`src/rtl/rr_arbiter_pkg.sv`:
```
// -----------------------------------------------------------------------------
// rr_arbiter_pkg
// Shared types and helpers for the round-robin arbiter family.
//   rr_state_e : arbiter control state (IDLE, GRANT)
//   wrap_inc   : modulo increment with an explicit compare-to-last wrap, so
//                requester counts that are not a power of two wrap correctly
// -----------------------------------------------------------------------------
package rr_arbiter_pkg;

    typedef enum logic {
        IDLE  = 1'b0,
        GRANT = 1'b1
    } rr_state_e;

    // Next index after idx in a ring of num entries.
    function automatic int wrap_inc(input int idx, input int num);
        int res;
        if (idx >= num - 32'sd1) begin
            res = 32'sd0;
        end else begin
            res = idx + 32'sd1;
        end
        return res;
    endfunction

endpackage

```
`src/rtl/rr_pick.sv`:
```
// -----------------------------------------------------------------------------
// rr_pick
// Combinational round-robin pick. Scans req starting at ptr, wrapping past
// NUM_REQ-1 back to 0, and reports the first set bit.
// Ports:
//   req     [NUM_REQ]  request vector
//   ptr     [IDX_W]    highest-priority index
//   win     [NUM_REQ]  one-hot winner, all-zero when no request
//   win_idx [IDX_W]    binary index of the winner (0 when no request)
//   any     [1]        at least one request present
// The wrap is handled by concatenating req with itself and masking off the
// bits below ptr; the lowest remaining bit is the winner, folded back into
// the 0..NUM_REQ-1 range.
// -----------------------------------------------------------------------------
module rr_pick #(
    parameter  int NUM_REQ = 8,
    localparam int IDX_W   = $clog2(NUM_REQ)
) (
    input  logic [NUM_REQ-1:0] req,
    input  logic [IDX_W-1:0]   ptr,
    output logic [NUM_REQ-1:0] win,
    output logic [IDX_W-1:0]   win_idx,
    output logic               any
);

    logic [2*NUM_REQ-1:0] dbl_s;
    logic [2*NUM_REQ-1:0] masked_s;
    logic                 found_s;

    // Double the request vector and drop everything below the pointer.
    always_comb begin
        dbl_s    = {req, req};
        masked_s = '0;
        for (int i = 0; i < 2 * NUM_REQ; i++) begin
            if (i >= int'(ptr)) begin
                masked_s[i] = dbl_s[i];
            end else begin
                masked_s[i] = 1'b0;
            end
        end
    end

    // Lowest surviving bit wins; indices in the upper copy fold back down.
    always_comb begin
        found_s = 1'b0;
        win_idx = '0;
        for (int i = 0; i < 2 * NUM_REQ; i++) begin
            if (!found_s && masked_s[i]) begin
                found_s = 1'b1;
                if (i >= NUM_REQ) begin
                    win_idx = IDX_W'(i - NUM_REQ);
                end else begin
                    win_idx = IDX_W'(i);
                end
            end else begin
                found_s = found_s;
            end
        end
    end

    // One-hot form of the winner, gated by request presence.
    always_comb begin
        any = |req;
        if (any) begin
            win = {{(NUM_REQ-1){1'b0}}, 1'b1} << win_idx;
        end else begin
            win = '0;
        end
    end

endmodule

```
`src/rtl/rr_arbiter.sv`:
```
// -----------------------------------------------------------------------------
// rr_arbiter
// Round-robin arbiter with a registered one-hot grant and valid/ready
// handshake. Priority rotates to the requester after the one just accepted.
// Ports:
//   clk          clock, rising edge
//   rst_n        asynchronous active-low reset
//   req_i        [NUM_REQ] request vector
//   gnt_o        [NUM_REQ] registered one-hot grant (zero when not valid)
//   gnt_valid_o  grant presented
//   gnt_ready_i  downstream accepts the presented grant
//   ptr_o        [IDX_W] current highest-priority index (debug)
// A presented grant is held, ignoring req_i, until accepted. On acceptance
// the pointer advances past the granted index and the pick is re-run in the
// same cycle with that new pointer, giving one grant per cycle when busy.
// -----------------------------------------------------------------------------
module rr_arbiter
    import rr_arbiter_pkg::*;
#(
    parameter  int NUM_REQ = 8,
    localparam int IDX_W   = $clog2(NUM_REQ)
) (
    input  logic               clk,
    input  logic               rst_n,
    input  logic [NUM_REQ-1:0] req_i,
    output logic [NUM_REQ-1:0] gnt_o,
    output logic               gnt_valid_o,
    input  logic               gnt_ready_i,
    output logic [IDX_W-1:0]   ptr_o
);

    rr_state_e            state_r;
    logic [IDX_W-1:0]     ptr_r;
    logic [IDX_W-1:0]     gnt_idx_r;
    logic [NUM_REQ-1:0]   gnt_r;
    logic                 valid_r;

    logic [IDX_W-1:0]     next_ptr_s;
    logic [IDX_W-1:0]     pick_ptr_s;
    logic [NUM_REQ-1:0]   pick_win_s;
    logic [IDX_W-1:0]     pick_idx_s;
    logic                 pick_any_s;

    // Pointer that takes effect once the current grant is accepted.
    always_comb begin
        next_ptr_s = IDX_W'(wrap_inc(32'(gnt_idx_r), NUM_REQ));
    end

    // While a grant is out, the only pick that matters is the one made on
    // handshake, which must already see the advanced pointer.
    always_comb begin
        if (state_r == GRANT) begin
            pick_ptr_s = next_ptr_s;
        end else begin
            pick_ptr_s = ptr_r;
        end
    end

    rr_pick #(
        .NUM_REQ (NUM_REQ)
    ) u_pick (
        .req     (req_i),
        .ptr     (pick_ptr_s),
        .win     (pick_win_s),
        .win_idx (pick_idx_s),
        .any     (pick_any_s)
    );

    // Control FSM with pointer and grant registers.
    always_ff @(posedge clk or negedge rst_n) begin
        if (!rst_n) begin
            state_r   <= IDLE;
            ptr_r     <= '0;
            gnt_idx_r <= '0;
            gnt_r     <= '0;
            valid_r   <= 1'b0;
        end else begin
            case (state_r)
                IDLE: begin
                    if (pick_any_s) begin
                        gnt_r     <= pick_win_s;
                        gnt_idx_r <= pick_idx_s;
                        valid_r   <= 1'b1;
                        state_r   <= GRANT;
                    end else begin
                        gnt_r   <= '0;
                        valid_r <= 1'b0;
                        state_r <= IDLE;
                    end
                end
                GRANT: begin
                    if (gnt_ready_i) begin
                        ptr_r <= next_ptr_s;
                        if (pick_any_s) begin
                            gnt_r     <= pick_win_s;
                            gnt_idx_r <= pick_idx_s;
                            valid_r   <= 1'b1;
                            state_r   <= GRANT;
                        end else begin
                            gnt_r   <= '0;
                            valid_r <= 1'b0;
                            state_r <= IDLE;
                        end
                    end else begin
                        state_r <= GRANT;
                    end
                end
                default: begin
                    state_r   <= IDLE;
                    ptr_r     <= '0;
                    gnt_idx_r <= '0;
                    gnt_r     <= '0;
                    valid_r   <= 1'b0;
                end
            endcase
        end
    end

    assign gnt_o       = gnt_r;
    assign gnt_valid_o = valid_r;
    assign ptr_o       = ptr_r;

endmodule

```
`config.mk`:
```
export PLATFORM = sky130hd
export DESIGN_NAME = rr_arbiter
export DESIGN_NICKNAME = d
export VERILOG_FILES = /design/src/rtl/rr_arbiter_pkg.sv /design/src/rtl/rr_pick.sv /design/src/rtl/rr_arbiter.sv
export SDC_FILE = /design/constraint.sdc
export NUM_CORES = 1
export LEC_CHECK = 0
export CORE_MARGIN = 3
export CORE_UTILIZATION = 40
export DETAILED_ROUTE_END_ITERATION = 7
export PLACE_DENSITY_LB_ADDON = 0.08
export SETUP_SLACK_MARGIN = 0.02
export SLEW_MARGIN = 30
export SYNTH_ARGS = -nofsm -noshare
export SYNTH_HDL_FRONTEND = slang
export SYNTH_SLANG_ARGS = --single-unit
```
`constraint.sdc`:
```
create_clock -name clk -period 6.34 [get_ports clk]
set_input_delay 1.268 -clock clk [delete_from_list [all_inputs] [get_ports clk]]
set_output_delay 1.268 -clock clk [all_outputs]
set_load 0.005 [all_outputs]
```
Word-level counts from Yosys, hierarchy flattened
Index checks and enable logic that the tools add are counted.

Logic and storage cells: 99. Bits in registers: 16. Output and inout bits: 12.

Reduce and logical (&&, ||, !) cells: 32. Bitwise gates (word level): 1. Equal/unequal tests: 1. Multiplexer cells: 50. Shifts and indexed selects: 1. Add/sub/neg operators: 1. Order comparisons: 8.

Operators by type and width (number): 2-to-1 mux 3 bit (16); 2-to-1 mux 1 bit (26); 2-to-1 mux 8 bit (2); one-hot mux 8 bit (2 select lines) (1); logical AND 1 bit (15); logical NOT 1 bit (15); >= comparator 3 bit, first input constant (3); OR reduction 8 bit (1); << shifter 1 x 3 -> 8 bit, first input constant (1); >= comparator 1 x 3 -> 1 bit, first input constant (2); >= comparator 2 x 3 -> 1 bit, first input constant (2); one-hot mux 3 bit (2 select lines) (1); 2-to-1 mux 2 bit (2); one-hot mux 1 bit (2 select lines) (2); adder 3 x 1 -> 3 bit, second input constant (1); >= comparator 3 bit, second input constant (1); inequality test 2 bit, second input constant (1); AND reduction 2 bit (1); NOT 1 bit (1).

Depth between registers and ports, before layout
Gate-level depths: netlist (run 1).

Depth in word-level cells: 55. Mapped depth: 8. Depth with buffers taken out: 8.

Modules after synthesis
A second synthesis (run 1) with hierarchy kept.

Cells, all modules: 131. Area, all modules: 1178.6 um^2.

By module, submodules not included: rr_arbiter (instances 1, cells an instance 67, area each 725.7 um^2, seq. area each 400.4 um^2); rr_pick (instances 1, cells an instance 64, area each 452.9 um^2, seq. area each 0.0 um^2).

Worst setup path before layout (run 1)
No wires, ideal clock.

Kind: in2reg. Start point: in req_i[1]. End point: reg gnt_r[7] (netlist: gnt_o[7]). Cell stages on the path: 6. Arrival: 2.811 ns. Setup slack: 3.437 ns. Required time: 6.248 ns. Library setup time: 0.092 ns. Path buffers: 0. Cells stage by stage: nor3_1 > and3_1 > nand4_1 > or4_4 > a311o_1 > o31ai_2.

Word-level cells in the longest chain between the ends: 49. Elaborated cells between the ends (all ways): 64. Those cells by class: 1 x shift; 33 x mux; 30 x reduce/logical.

Ends and longest elaborated chain: from (decl) (line rr_arbiter.sv:25) `input logic [NUM_REQ-1:0] req_i,`; 2-to-1 mux 1 bit (line rr_pick.sv:35) `if (i >= int'(ptr)) begin`; logical AND 1 bit (line rr_pick.sv:48) `if (!found_s && masked_s[i]) begin`; 2-to-1 mux 1 bit (line rr_pick.sv:48); logical NOT 1 bit (line rr_pick.sv:48); logical AND 1 bit (line rr_pick.sv:48); 2-to-1 mux 1 bit (line rr_pick.sv:48); logical NOT 1 bit (line rr_pick.sv:48); logical AND 1 bit (line rr_pick.sv:48); (+33 left out); 2-to-1 mux 1 bit (line rr_pick.sv:48); logical NOT 1 bit (line rr_pick.sv:48); logical AND 1 bit (line rr_pick.sv:48); 2-to-1 mux 3 bit (line rr_pick.sv:48); << shifter 1 x 3 -> 8 bit (line rr_pick.sv:65) `win = {{(NUM_REQ-1){1'b0}}, 1'b1} << win_idx;`; 2-to-1 mux 8 bit * (line rr_arbiter.sv:80, rr_arbiter.sv:94); 2-to-1 mux 8 bit (line rr_arbiter.sv:92) `if (gnt_ready_i) begin`; one-hot mux 8 bit (2 select lines) * (line rr_arbiter.sv:78) `case (state_r)`; to (signal assigned) (line rr_arbiter.sv:81) `gnt_r <= pick_win_s;`; to (signal assigned) (line rr_arbiter.sv:95) `gnt_r <= pick_win_s;`; to (decl) (line rr_arbiter.sv:35) `logic [NUM_REQ-1:0] gnt_r;`.

Every way passes the cells marked *; elsewhere a longest branch is shown, timed or not. The select of a mux whose other input is x is not followed. A chain may end at the register's enable or synchronous reset.

Worst setup path after layout (run 1)
Start point: in req_i[0]. End point: reg gnt_r[4] (netlist: gnt_o[4]).

Word-level cells in the longest chain between the ends: 51. Elaborated cells between the ends (all ways): 66. Those cells by class: 1 x shift; 34 x mux; 31 x reduce/logical.

Ends and longest elaborated chain (line): 2-to-1 mux 1 bit (rr_pick.sv:35); 2-to-1 mux 1 bit (rr_pick.sv:48); logical NOT 1 bit (rr_pick.sv:48); logical AND 1 bit (rr_pick.sv:48); 2-to-1 mux 1 bit (rr_pick.sv:48); logical NOT 1 bit (rr_pick.sv:48); logical AND 1 bit (rr_pick.sv:48); 2-to-1 mux 1 bit (rr_pick.sv:48); (+35 left out); 2-to-1 mux 1 bit (rr_pick.sv:48); logical NOT 1 bit (rr_pick.sv:48); logical AND 1 bit (rr_pick.sv:48); 2-to-1 mux 3 bit (rr_pick.sv:48); << shifter 1 x 3 -> 8 bit (rr_pick.sv:65); 2-to-1 mux 8 bit * (rr_arbiter.sv:80, rr_arbiter.sv:94); 2-to-1 mux 8 bit (rr_arbiter.sv:92); one-hot mux 8 bit (2 select lines) * (rr_arbiter.sv:78).

Marks and branches as above.

==> flow_metrics.py, run 1 <==
metrics = {
    "floorplanning": {
        "core-area_um2": 2522,
        "rows": 18,
        "die_h_um": 57.78,
        "io_pins": 23,
        "die-area_um2": 3338,
        "die_w_um": 57.78,
        "initial_core_util_pct": 42.51,
    },
    "routing": {
        "num_vias": 987,
        "first_pass_iters": 4,
        "ant_nets": 0,
        "postRouteWirelength_um": 2628,
        "route.met3.wl_um": 114,
        "post-route-drc-count": 0,
        "m1WireLength_um": 1297,
        "maxUsedRoutingLayer": "met4",
        "drt_iter0_drc": 31,
        "route.met2.wl_um": 1177,
        "routedWlPerCell_um": 15.55,
        "vias_per_cell": 5.840,
    },
    "clock_tree": {
        "post_cts_resized": 0,
        "clkTransAtPathRegs_ns": 0.09,
        "numCtsBuffers": 3,
        "post-cts-setup-buffers": 0,
        "insertion_delay_ns": 0.28,
        "cts_tree": "done",
        "ctsHoldBuffers": 0,
        "clock_tree.root_cell": "clkbuf_4",
        "clockBufferDepth": 2,
        "h-tree-depth": 1,
        "clkSinkCount": 16,
    },
    "setup_path": {
        "crit_path_max_fanout": 4,
        "start_kind": "input pin",
        "cpLargestDelayFamily": "simple AND/OR/NAND/NOR gates",
        "critPathKind": "input pin to flip-flop",
        "cp_slowest_cell": "clkdlybuf4s50_1",
        "slowest_delay_ns": 0.46,
        "critPathArrivalTime_ns": 3.46,
        "cp-end-kind": "flip-flop",
        "crit_chain": "clkdlybuf4s50_1 > nor3_1 > and3_1 > nand4_1 > or4_4 > a311o_1 > o31ai_1",
        "reg2reg_depth": 8,
        "path_depth": 7,
        "worstPathRequired_ns": 6.53,
        "cp_num_buf_inv": 1,
    },
    "logic_synthesis": {
        "ys_ff_latch": 16,
        "synth_top_cell_by_area": "dfrtp_1",
        "seq_area_frac_synth_pct": 37.34,
        "syn_avg_cell_area_um2": 9.244,
        "syn_area_um2": 1072,
        "synth_area_leaders": "dfrtp_1 37%, nand2_1 7.0%, o31ai_1 5.6%",
        "netlist_top_cells_count": "20 x nand2_1, 16 x dfrtp_1, 8 x o31ai_1, 5 x a21oi_1, 5 x nor2_1",
        "postSynth.asyncResetShare_pct": 100.0,
        "synth_ff_type": "dfrtp_1",
        "yosys.cell_types.count": 42,
        "syn-num-nets": 129,
        "yosysMostFrequentCell": "nand2_1",
        "syn_inst": 116,
        "synth_top_area_share_pct": 37.34,
        "synth_edf_count": 0,
        "yosys_warnings": 0,
    },
    "pwr": {
        "p_sw_share_pct": 45.99,
        "power_density_nw_per_um2": 490.9,
        "p_clk_share_pct": 8.1,
        "power_frac_comb_pct": 67.2,
        "p_sw_uw": 302.0,
        "p_int_uw": 354.7,
        "peakVddDrop_uv": 256.9,
        "p_seq_share_pct": 24.7,
        "leakagePower_nw": 0.5461,
    },
    "grt": {
        "gr-total-overflow": 0,
        "gr-usage-all-layers_pct": 17.89,
        "grt_max_degree": 17,
        "grt_pass1_wl_um": 4664,
        "antenna_found_initial": 0,
        "grt_pass1_vias": 1045,
    },
    "layout": {
        "nets": 154,
        "fill_cells": 238,
        "drive_gt1_share_pct": 10.79,
        "area_growth_pct": 24.74,
        "final-seq-area_um2": 400.4,
        "finish.utilization_pct": 53.03,
        "final_cells": 169,
        "postLayoutCellArea_um2": 1338,
        "antenna_cells": 0,
        "multi_input_area_um2": 645.6,
    },
    "timing": {
        "maxSlewHeadroom_pct": 48.29,
        "min_period_ns": 3.265,
        "rsz0062_at_grt": "false",
        "tns_ns": 0,
        "slew_viol_final": 0,
        "fin_worst_skew_ns": 0.005618,
        "timing.hold.ws_ns": 0.4861,
        "fmax_ghz": 0.3063,
        "hold_viol": 0,
        "setup_viol": 0,
        "period_share_pct": 51.50,
        "tightest_slew_ns": 0.7704,
    },
    "hold_path": {
        "hold-path-cell-count": 2,
        "hold_path.class": "flip-flop to flip-flop",
    },
    "place": {
        "place_hpwl_um": 2050,
        "place.gp.congestion": 0.8920,
        "port-buffer-count": 22,
        "dp_cells": 166,
        "dpl_cell_area_um2": 1315,
    },
    "status": {
        "status": "finished, final reports clean",
    },
    "run": {
        "drv_cap": 0,
    },
}
cell families after synthesis:
family                     synth area share, %
adders and majority gates                2.333
buffers and inverters                    2.450
DFF                                      37.34
AOI/OAI and AO/OA                        29.64
and+or+nand+nor                          26.25
muxes                                    1.984
layout by cell type (no fill, tap or decap), types with 3 or more instances in the layout:
cell and n:
inv_1 3, a21oi_1 5, o21ai_0 3, nor2b_1 4, nand3b_1 3, nor2_1 5, nand2_1 20, clkdlybuf4s50_1 22
clkbuf_4 3, nand3_1 4, o31ai_1 8, dfrtp_1 16
stage by stage:
stage / total power [mW] / worst slack [ns]
floorplan: 0.4763 / 3.437
global placement: 0.6018 / 2.845
detailed placement: 0.6054 / 2.792
CTS: 0.6608 / 3.077
global route: 0.7243 / 2.958
finish: 0.6566 / 3.075
layer usage:
layer	GRT usage, %	vias up
met2	28.39	19
li1	-	489
met3	3.786	4
met5	0	-
met1	24.12	475
met4	6.291	0
final cells by class:
cell class | instances | area share, %
inverter | 3 | 0.8419
tap | 30 | 2.806
sequential | 16 | 29.93
multi-input combinational | 95 | 48.27
timing repair buffer | 22 | 16.46
clock buffer | 3 | 1.684
power by group through the flow:
stage	Sequential [mW]	Combinational [mW]	Clock, mW
floorplan	0.161	0.315	0
global placement	0.164	0.438	0
detailed placement	0.165	0.441	0
CTS	0.162	0.443	0.0557
global route	0.170	0.494	0.0604
finish	0.162	0.441	0.0530
worst min-delay path: stages, from the launching register on:
cell     delay [ns]
dfrtp_1        0.35
nand2_1        0.05
o31ai_1        0.06
path summary, 6_finish.rpt:
path                       slack (ns)         start            to
setup / recovery                 3.08      req_i[0]      gnt_o[4]
hold / removal                   0.49      gnt_o[0]      gnt_o[0]
setup reg to reg                 3.47  gnt_idx_r[0]      gnt_o[4]
hold reg to reg                  0.49      gnt_o[0]      gnt_o[0]
max in group asynchronous        4.47         rst_n  gnt_idx_r[0]
min in group asynchronous        1.41         rst_n      gnt_o[7]
sequential cells by signal, summed over array words and instances, names as in the netlist:
signal / cells
gnt_idx_r: 3
gnt_o: 8
ptr_o: 3
gnt_valid_o: 1
state_r: 1
Power figures use the tool's default switching activity.
==> inputs of run 2 (changes only) <==
==> constraint.sdc (replaced) <==
create_clock -name clk -period 3.3 [get_ports clk]
set_input_delay 0.66 -clock clk [delete_from_list [all_inputs] [get_ports clk]]
set_output_delay 0.66 -clock clk [all_outputs]
set_load 0.005 [all_outputs]
==> run 2 against run 1 <==
  * Setup slack worse by 2.7 ns
  * Via count is 4.1% higher
  * Critical path type is now flip-flop to flip-flop
  * Cell area is 2.7% higher
  * Highest routed layer unchanged
  * Sequential share of layout area is 0.79 points lower
  * Clock skew is 0.0025 ns lower
  * Clock power is 150% higher
  * Register-to-register slack worse by 3.1 ns
  * Sequential power is 93% higher
  * Core utilization is 1.4 points higher
==> flow_metrics.py, run 2 (synthesized netlist as in run 1, its figures left out) <==
metrics = {
    "status": {
        "status": "finished, final reports clean",
    },
    "setup_path": {
        "reg2reg_depth": 8,
        "worstReg2RegStart": "gnt_idx_r[0]",
        "cpLargestDelayFamily": "compound AO/OA/AOI/OAI gates",
        "cp_num_buf_inv": 0,
        "cp-end-kind": "flip-flop",
        "worstPathRequired_ns": 3.49,
        "critPathArrivalTime_ns": 3.09,
        "crit_chain": "ha_1 > ha_1 > nand3b_2 > o21ai_0 > a41oi_2 > or4_4 > a311o_1 > o31ai_1",
        "start_kind": "flip-flop",
        "slowest_delay_ns": 0.58,
        "critPathKind": "flip-flop to flip-flop",
        "r2r_end": "gnt_o[6]",
        "r2r_setup_slack_ns": 0.40,
        "crit_path_max_fanout": 7,
        "critPathMostFrequentCell": "ha_1",
        "cp_slowest_cell": "or4_4",
    },
    "grt": {
        "busiest_layer": "met2",
        "grt_max_degree": 17,
        "grt_pass1_vias": 1063,
        "gr-total-overflow": 0,
        "grt_use_met3_pct": 3.341,
        "gr-usage-all-layers_pct": 17.90,
        "grt_pass1_wl_um": 4795,
        "grt_use_met2_pct": 27.10,
        "met1_usage_pct": 25.38,
        "antenna_found_initial": 0,
    },
    "place": {
        "place.gp.congestion": 0.8846,
        "port-buffer-count": 22,
        "dp_cells": 169,
        "place_hpwl_um": 2033,
    },
    "hold_path": {
        "hold-path-cell-count": 2,
        "hold_path.class": "flip-flop to flip-flop",
        "hold_end": "gnt_o[0]",
        "holdCritStartpoint": "gnt_o[0]",
    },
    "clock_tree": {
        "clockBufferDepth": 2,
        "post-cts-setup-buffers": 0,
        "clock_tree.root_cell": "clkbuf_4",
        "insertion_delay_ns": 0.29,
        "post_cts_resized": 0,
        "cts_tree": "done",
        "numCtsBuffers": 3,
        "ctsHoldBuffers": 0,
        "h-tree-depth": 1,
        "clkSinkCount": 16,
        "clkTransAtPathRegs_ns": 0.10,
    },
    "layout": {
        "drive_gt1_share_pct": 13.29,
        "final_cell_mix": "22 x clkdlybuf4s50_1, 20 x nand2_1, 16 x dfrtp_1",
        "antenna_cells": 0,
        "nets": 157,
        "final_cells": 173,
        "largest_reg_flops": 8,
        "area_growth_pct": 28.12,
        "final_common_cell": "clkdlybuf4s50_1",
    },
    "floorplanning": {
        "die_h_um": 57.78,
        "io_pins": 23,
        "core-area_um2": 2522,
        "rows": 18,
        "initial_core_util_pct": 42.51,
        "die-area_um2": 3338,
        "die_w_um": 57.78,
    },
    "pwr": {
        "p_sw_share_pct": 44.85,
        "p_clk_share_pct": 9.9,
        "power_density_nw_per_um2": 958.7,
        "power_frac_comb_pct": 66.3,
        "peakVddDrop_uv": 659.7,
        "p_int_uw": 726.4,
        "p_seq_share_pct": 23.8,
        "p_sw_uw": 590.7,
        "leakagePower_nw": 0.5682,
    },
    "timing": {
        "tightest_slew_ns": 0.7416,
        "fin_worst_skew_ns": 0.003069,
        "fmax_ghz": 0.3448,
        "min_period_ns": 2.900,
        "period_share_pct": 87.89,
        "slew_viol_final": 0,
        "rsz0062_at_grt": "false",
        "tns_ns": 0,
        "setup_viol": 0,
        "maxSlewHeadroom_pct": 50.41,
        "hold_viol": 0,
    },
    "routing": {
        "first_pass_iters": 4,
        "num_vias": 1027,
        "vias_per_cell": 5.936,
        "post-route-drc-count": 0,
        "routedWlPerCell_um": 14.86,
        "postRouteWirelength_um": 2571,
        "ant_nets": 0,
        "drt_iter0_drc": 24,
    },
    "run": {
        "drv_cap": 0,
    },
}
-- run 2: metal layers --
metal | up-vias | part of all wire, %
met1 | 488 | 49
met4 | 0 | 2.3
met3 | 8 | 4.8
met5 | - | 0
li1 | 502 | -
met2 | 29 | 44
-- run 2: stage by stage --
step / hold slack [ns] / instance area (um2) / utilization [%] / power, mW / setup slack [ns]
after floorplan: 0.3644 / 1072 / - / 0.9152 / 0.6401
after global placement: 0.4664 / 1338 / 53.03 / 1.180 / 0.4205
after detailed placement: 0.4748 / 1338 / 53.03 / 1.192 / 0.3363
after CTS: 0.4997 / 1374 / 54.46 / 1.329 / 0.3687
after global routing: 0.5249 / 1374 / 54.46 / 1.452 / 0.2154
final: 0.4954 / 1374 / 54.46 / 1.317 / 0.3998
-- run 2: layout make-up --
type	count	area (um2)
tap	30	37.54
fill	249	1149
timing repair buffer	25	242.7
multi-input combinational	95	645.6
inverter	3	11.26
clock buffer	4	36.28
sequential	16	400.4
-- run 2: worst reg2reg max path, cell delays in order, from the launching register on --
cell      delay (ns)
dfrtp_1         0.46
ha_1            0.23
ha_1            0.21
nand3b_2        0.23
o21ai_0         0.31
a41oi_2         0.12
or4_4           0.59
a311o_1         0.43
o31ai_1         0.24
-- run 2: power groups by stage --
stage	combinational [mW]	clock [mW]	sequential [mW]
2_1_floorplan	0.605	0	0.310
3_3_place_gp	0.866	0	0.314
3_5_place_dp	0.874	0	0.318
4_1_cts	0.880	0.136	0.314
5_1_grt	0.979	0.146	0.327
6_report	0.873	0.130	0.313
-- run 2: worst max path at each step --
stage | depth (start not counted) | slack, ns | end | startpoint
final | 8 | 0.40 | gnt_o[6] | gnt_idx_r[0]
after global routing | 8 | 0.22 | gnt_o[6] | gnt_idx_r[0]
after CTS | 8 | 0.37 | gnt_o[6] | gnt_idx_r[0]
after detailed placement | 7 | 0.34 | gnt_o[6] | req_i[0]
after global placement | 7 | 0.42 | gnt_o[7] | req_i[0]
after floorplan | 8 | 0.64 | gnt_o[7] | gnt_idx_r[0]
==> inputs of run 3 (changes only) <==
--- a/config.mk
+++ b/config.mk
@@ -5,7 +5,6 @@
 export SDC_FILE = /design/constraint.sdc
 export NUM_CORES = 1
 export LEC_CHECK = 0
-export CORE_MARGIN = 3
 export CORE_UTILIZATION = 40
 export DETAILED_ROUTE_END_ITERATION = 7
 export PLACE_DENSITY_LB_ADDON = 0.08
==> run 3 against run 2 <==
  * Total power decreased by 0.80%
  * Flip-flop and latch count did not move
  * Wire length is 1.6% lower
  * Die area down 13%
  * Worst hold slack worse by 0.0068 ns
  * Critical path depth stayed put
  * Cell area unchanged
  * Core utilization increased by 0.49 points
  * Register-to-register slack improved by 0.02 ns
  * Largest power group unchanged
  * Highest routed layer unchanged
==> flow_metrics.py, run 3 (synthesized netlist as in run 1, its figures left out) <==
metrics = {
    "status": {
        "status": "finished, final reports clean",
    },
    "setup_path": {
        "critPathArrivalTime_ns": 3.08,
        "start_kind": "flip-flop",
        "r2r_setup_slack_ns": 0.42,
        "r2r_end": "gnt_o[4]",
        "endpoint": "gnt_o[4]",
        "slowest_delay_ns": 0.52,
        "crit_chain": "ha_1 > ha_1 > nand3b_2 > o21a_4 > o21a_4 > or4_4 > a311o_1 > o31ai_1",
        "cp-end-kind": "flip-flop",
        "cp_num_buf_inv": 0,
        "cpLargestDelayFamily": "compound AO/OA/AOI/OAI gates",
        "crit_path_max_fanout": 7,
        "worstPathRequired_ns": 3.50,
        "critPathKind": "flip-flop to flip-flop",
        "worstReg2RegStart": "gnt_idx_r[0]",
        "reg2reg_depth": 8,
        "path_depth": 8,
        "cp-startpoint": "gnt_idx_r[0]",
        "cp_slowest_cell": "or4_4",
    },
    "timing": {
        "setup_ws_ns": 0.4237,
        "min_period_ns": 2.876,
        "tns_ns": 0,
        "maxSlewHeadroom_pct": 51.09,
        "setup_viol": 0,
        "period_share_pct": 87.16,
        "rsz0062_at_grt": "false",
        "fmax_ghz": 0.3477,
        "tightest_slew_ns": 0.7313,
        "hold_viol": 0,
        "slew_viol_final": 0,
        "timing.hold.ws_ns": 0.4885,
        "fin_worst_skew_ns": 0.005874,
    },
    "pwr": {
        "leakagePower_nw": 0.5682,
        "p_int_uw": 726.8,
        "p_clk_share_pct": 10.0,
        "p_sw_uw": 579.7,
        "p_seq_share_pct": 24.1,
        "power_mw": 1.307,
        "p_sw_share_pct": 44.37,
        "peakVddDrop_uv": 517.3,
        "power_frac_comb_pct": 65.9,
        "power_density_nw_per_um2": 951.0,
    },
    "floorplanning": {
        "core-area_um2": 2500,
        "die-area_um2": 2892,
        "initial_core_util_pct": 42.89,
        "die_w_um": 53.78,
        "io_pins": 23,
        "die_h_um": 53.78,
        "rows": 18,
    },
    "clock_tree": {
        "clockBufferDepth": 2,
        "clock_tree.root_cell": "clkbuf_4",
        "cts_tree": "done",
        "post-cts-setup-buffers": 0,
        "ctsHoldBuffers": 0,
        "numCtsBuffers": 3,
        "h-tree-depth": 1,
        "post_cts_resized": 0,
        "clkTransAtPathRegs_ns": 0.10,
        "clkSinkCount": 16,
        "insertion_delay_ns": 0.29,
    },
    "routing": {
        "ant_nets": 0,
        "num_vias": 1019,
        "postRouteWirelength_um": 2530,
        "first_pass_iters": 4,
        "routedWlPerCell_um": 14.62,
        "vias_per_cell": 5.890,
        "drt_iter0_drc": 28,
        "post-route-drc-count": 0,
    },
    "place": {
        "pre_cts_ws_ns": 0.3166,
        "place_hpwl_um": 1965,
        "port-buffer-count": 22,
        "dpl_cell_area_um2": 1338,
        "dp_cells": 169,
        "place.gp.congestion": 0.8790,
    },
    "grt": {
        "gr-usage-all-layers_pct": 20.31,
        "antenna_found_initial": 0,
        "grt_pass1_wl_um": 4146,
        "gr-total-overflow": 0,
        "grt_max_degree": 17,
        "grt_pass1_vias": 874,
    },
    "layout": {
        "finish.utilization_pct": 54.96,
        "area_growth_pct": 28.12,
        "postLayoutCellArea_um2": 1374,
        "fill_cells": 243,
        "nets": 157,
        "final_common_cell": "clkdlybuf4s50_1",
        "drive_gt1_share_pct": 13.29,
        "antenna_cells": 0,
        "final_cells": 173,
        "final_cell_mix": "22 x clkdlybuf4s50_1, 20 x nand2_1, 16 x dfrtp_1",
        "largest_reg_flops": 8,
    },
    "run": {
        "drv_cap": 0,
    },
    "hold_path": {
        "hold_path.class": "flip-flop to flip-flop",
    },
}
run 3: cell counts in the layout (fill, tap and decap cells not counted):
Identical to the previous run, type by type.
run 3: final cells by class:
cell class | count | area (um2) | area share, %
Multi-Input combinational cell | 95 | 645.6 | 46.99
Inverter | 3 | 11.26 | 0.8197
Sequential cell | 16 | 400.4 | 29.14
Clock buffer | 4 | 36.28 | 2.641
Tap cell | 30 | 37.54 | 2.732
Timing Repair Buffer | 25 | 242.7 | 17.67
run 3: how the worst min path moves through the flow:
stage                   from           end  slack (ns)  cells past startpoint
finish              gnt_o[7]      gnt_o[7]        0.49                      2
floorplan              rst_n  gnt_idx_r[0]        0.36                      0
CTS                 gnt_o[0]      gnt_o[0]        0.49                      2
detailed placement  gnt_o[0]      gnt_o[0]        0.47                      2
global placement    gnt_o[0]      gnt_o[0]        0.46                      2
global route        gnt_o[0]      gnt_o[0]        0.52                      2
run 3: metal layers:
layer  routed length (um)  track usage (%)  share of wire [%]
met4                   12            3.947               0.47
met2                 1188            31.07                 47
met5                    0                0                  0
met1                 1226            28.80                 48
met3                  103            5.085                4.1
run 3: worst reg2reg max path: cells and delay by family (launching register included):
family / cells / cell delay (ns)
and+or+nand+nor: 2 / 0.76
AOI/OAI and AO/OA: 4 / 1.12
DFF: 1 / 0.46
adders and majority gates: 2 / 0.45
run 3: power by group through the flow:
stage	Combinational (mW)	Clock (mW)	Sequential [mW]
2_1_floorplan	0.605	0	0.310
3_3_place_gp	0.853	0	0.316
3_5_place_dp	0.856	0	0.318
4_1_cts	0.860	0.136	0.315
5_1_grt	0.962	0.145	0.324
6_report	0.861	0.131	0.315
==> edit, RTL diff (config.mk and constraints of run 1) <==
Reset style: synchronous (`rst_n`), changed in one clocked block. Comments in the files are not updated.
--- a/src/rtl/rr_arbiter.sv
+++ b/src/rtl/rr_arbiter.sv
@@ -69,3 +69,3 @@
     // Control FSM with pointer and grant registers.
-    always_ff @(posedge clk or negedge rst_n) begin
+    always_ff @(posedge clk) begin
         if (!rst_n) begin
Check against the original RTL: differs if rst_n is asserted again (counterexample within 4 cycles, from zero or initial values and one cycle with rst_n low); with rst_n held inactive, the same outputs for 10 cycles.
==> edit against run 1 <==
Critical path depth is the same; clock skew grew 0.0017 ns; via count grew 9.5%; setup slack got worse by 0.12 ns; sequential cell count unchanged; area after synthesis is 2.1% lower; cell area down 2.3%; wire length rose by 3.2%.
Power is not compared: it rests on default switching activity, and its combinational part moved more than twofold at a synthesized area within 25%.
==> edit: results (changes against run 1) <==
syn nets - 138 (+7.0%)
Post-synth ARST share - 0% (-100 points)
HP Class - reg2reg
pin count of the biggest net entering global routing - 13 (-4)
worst slew pin tran - 0.7657 ns (-0.004769 ns)
Synth cell types - 45 (+7.1%)
DPL Wire Length - 2036 microns (-0.68%)
CP max FO - 6 (+2)
clock skew - 0.007326 ns (+0.001708 ns)
arrival time of the worst setup path - 3.58 ns (+0.12 ns)
layout cells sized above 1 - 6.897% (-3.9 points)
commonest cells in the netlist - dfxtp_1 (16), nor2_1 (13), a32o_1 (7), nor2b_1 (7)
GRT Util Overall - 16.10% (-1.8 points)
first-pass GRT wire length - 4284 microns (-8.1%)
Detailed Route Iter0 Violations - 60 (+94%)
DR vias/cell - 6.249 (+7.0%)
Place WS - 2.681 ns (-0.1105 ns)
vias in the first global route - 954 (-8.7%)
GPL Wtd Cong - 0.9875 (+11%)
Pre-Repair DR Iteration Count - 4 (unchanged)
Seq/Total Area, Yosys - 30.51% (-6.8 points)
largest cells by area after synthesis - dfxtp_1 (31%), a32o_1 (6.7%), nor2_1 (4.6%)
status - finished, final reports clean
final WL - 2712 microns (+3.2%)
Post-DP Area - 1284 sq um (-2.4%)
fillers - 242 (+1.7%)
Fmax - 0.2952 GHz (-3.6%)
nets - 160 (+3.9%)
edit: cell count changes after synthesis, sizes merged, moves of 3 or more:
cell           run 1  this run
dfrtp             16         0
dfxtp              0        16
nand2             20         6
nor2               5        13
o31ai              9         1
a32o               0         7
a31oi              0         5
a211oi             1         5
and2               1         4
nand3b             4         1
nor2b              4         7
edit: logic make-up after synthesis:
logic type / share of synthesized area [%]
AOI/OAI and AO/OA: 37.31
adders and majority gates: 2.383
muxes: 0.9536
and+or+nand+nor: 25.39
buffers and inverters: 3.456
DFF: 30.51
edit: path summary, 6_finish.rpt:
| check | from | endpoint | cells after the start |
|---|---|---|---|
| setup / recovery | req_i[4] | gnt_o[3]$_SDFFE_PN0N_ | 7 |
| hold / removal | gnt_o[1]$_SDFFE_PN0N_ | gnt_o[1]$_SDFFE_PN0N_ | 1 |
| setup reg to reg | gnt_idx_r[0]$_SDFFE_PN0P_ | gnt_o[3]$_SDFFE_PN0N_ | 9 |
| hold reg to reg | gnt_o[1]$_SDFFE_PN0N_ | gnt_o[1]$_SDFFE_PN0N_ | 1 |
edit: routing by layer:
layer / global-route usage, % / part of all wire, % / vias to the layer above / wire length, microns
li1: - / - / 532 / -
met1: 23.05 / 48 / 497 / 1298
met2: 23.98 / 43 / 43 / 1159
met3: 2.036 / 6.9 / 9 / 186
met4: 7.285 / 2.5 / 0 / 68
met5: 0 / 0 / - / 0
edit: area by class of cell:
class / instances / share of cell area (%)
Multi-Input combinational cell: 100 / 53.07
Sequential cell: 16 / 24.52
Timing Repair Buffer: 22 / 16.86
Tap cell: 28 / 2.682
Clock buffer: 3 / 1.724
Inverter: 4 / 1.149
edit: power groups by stage:
| stage | Clock (mW) | Sequential [mW] | Combinational [mW] |
|---|---|---|---|
| after global routing | 0.0559 | 0.117 | 0.0957 |
| after global placement | 0 | 0.117 | 0.0872 |
| after detailed placement | 0 | 0.118 | 0.0871 |
| final | 0.0525 | 0.115 | 0.0885 |
| after CTS | 0.0524 | 0.115 | 0.0876 |
| after floorplan | 0 | 0.116 | 0.0570 |
edit: critical path: stages:
cell and delay [ns]:
clkdlybuf4s50_1 0.55, nor2_1 0.08, a211oi_1 0.65, nor4_1 0.12
a211oi_1 0.41, nor2_1 0.21, a32o_1 0.28
edit: metrics by stage:
stage | cells | util, % | hold WS [ns] | power (mW)
after floorplan | 125 | - | 0.4657 | 0.1734
after global placement | 170 | 54.87 | 0.4517 | 0.2045
after detailed placement | 170 | 54.87 | 0.4556 | 0.2047
after CTS | 173 | 55.83 | 0.4766 | 0.2553
after global routing | 173 | 55.83 | 0.4974 | 0.2683
final | 173 | 55.83 | 0.4736 | 0.2565
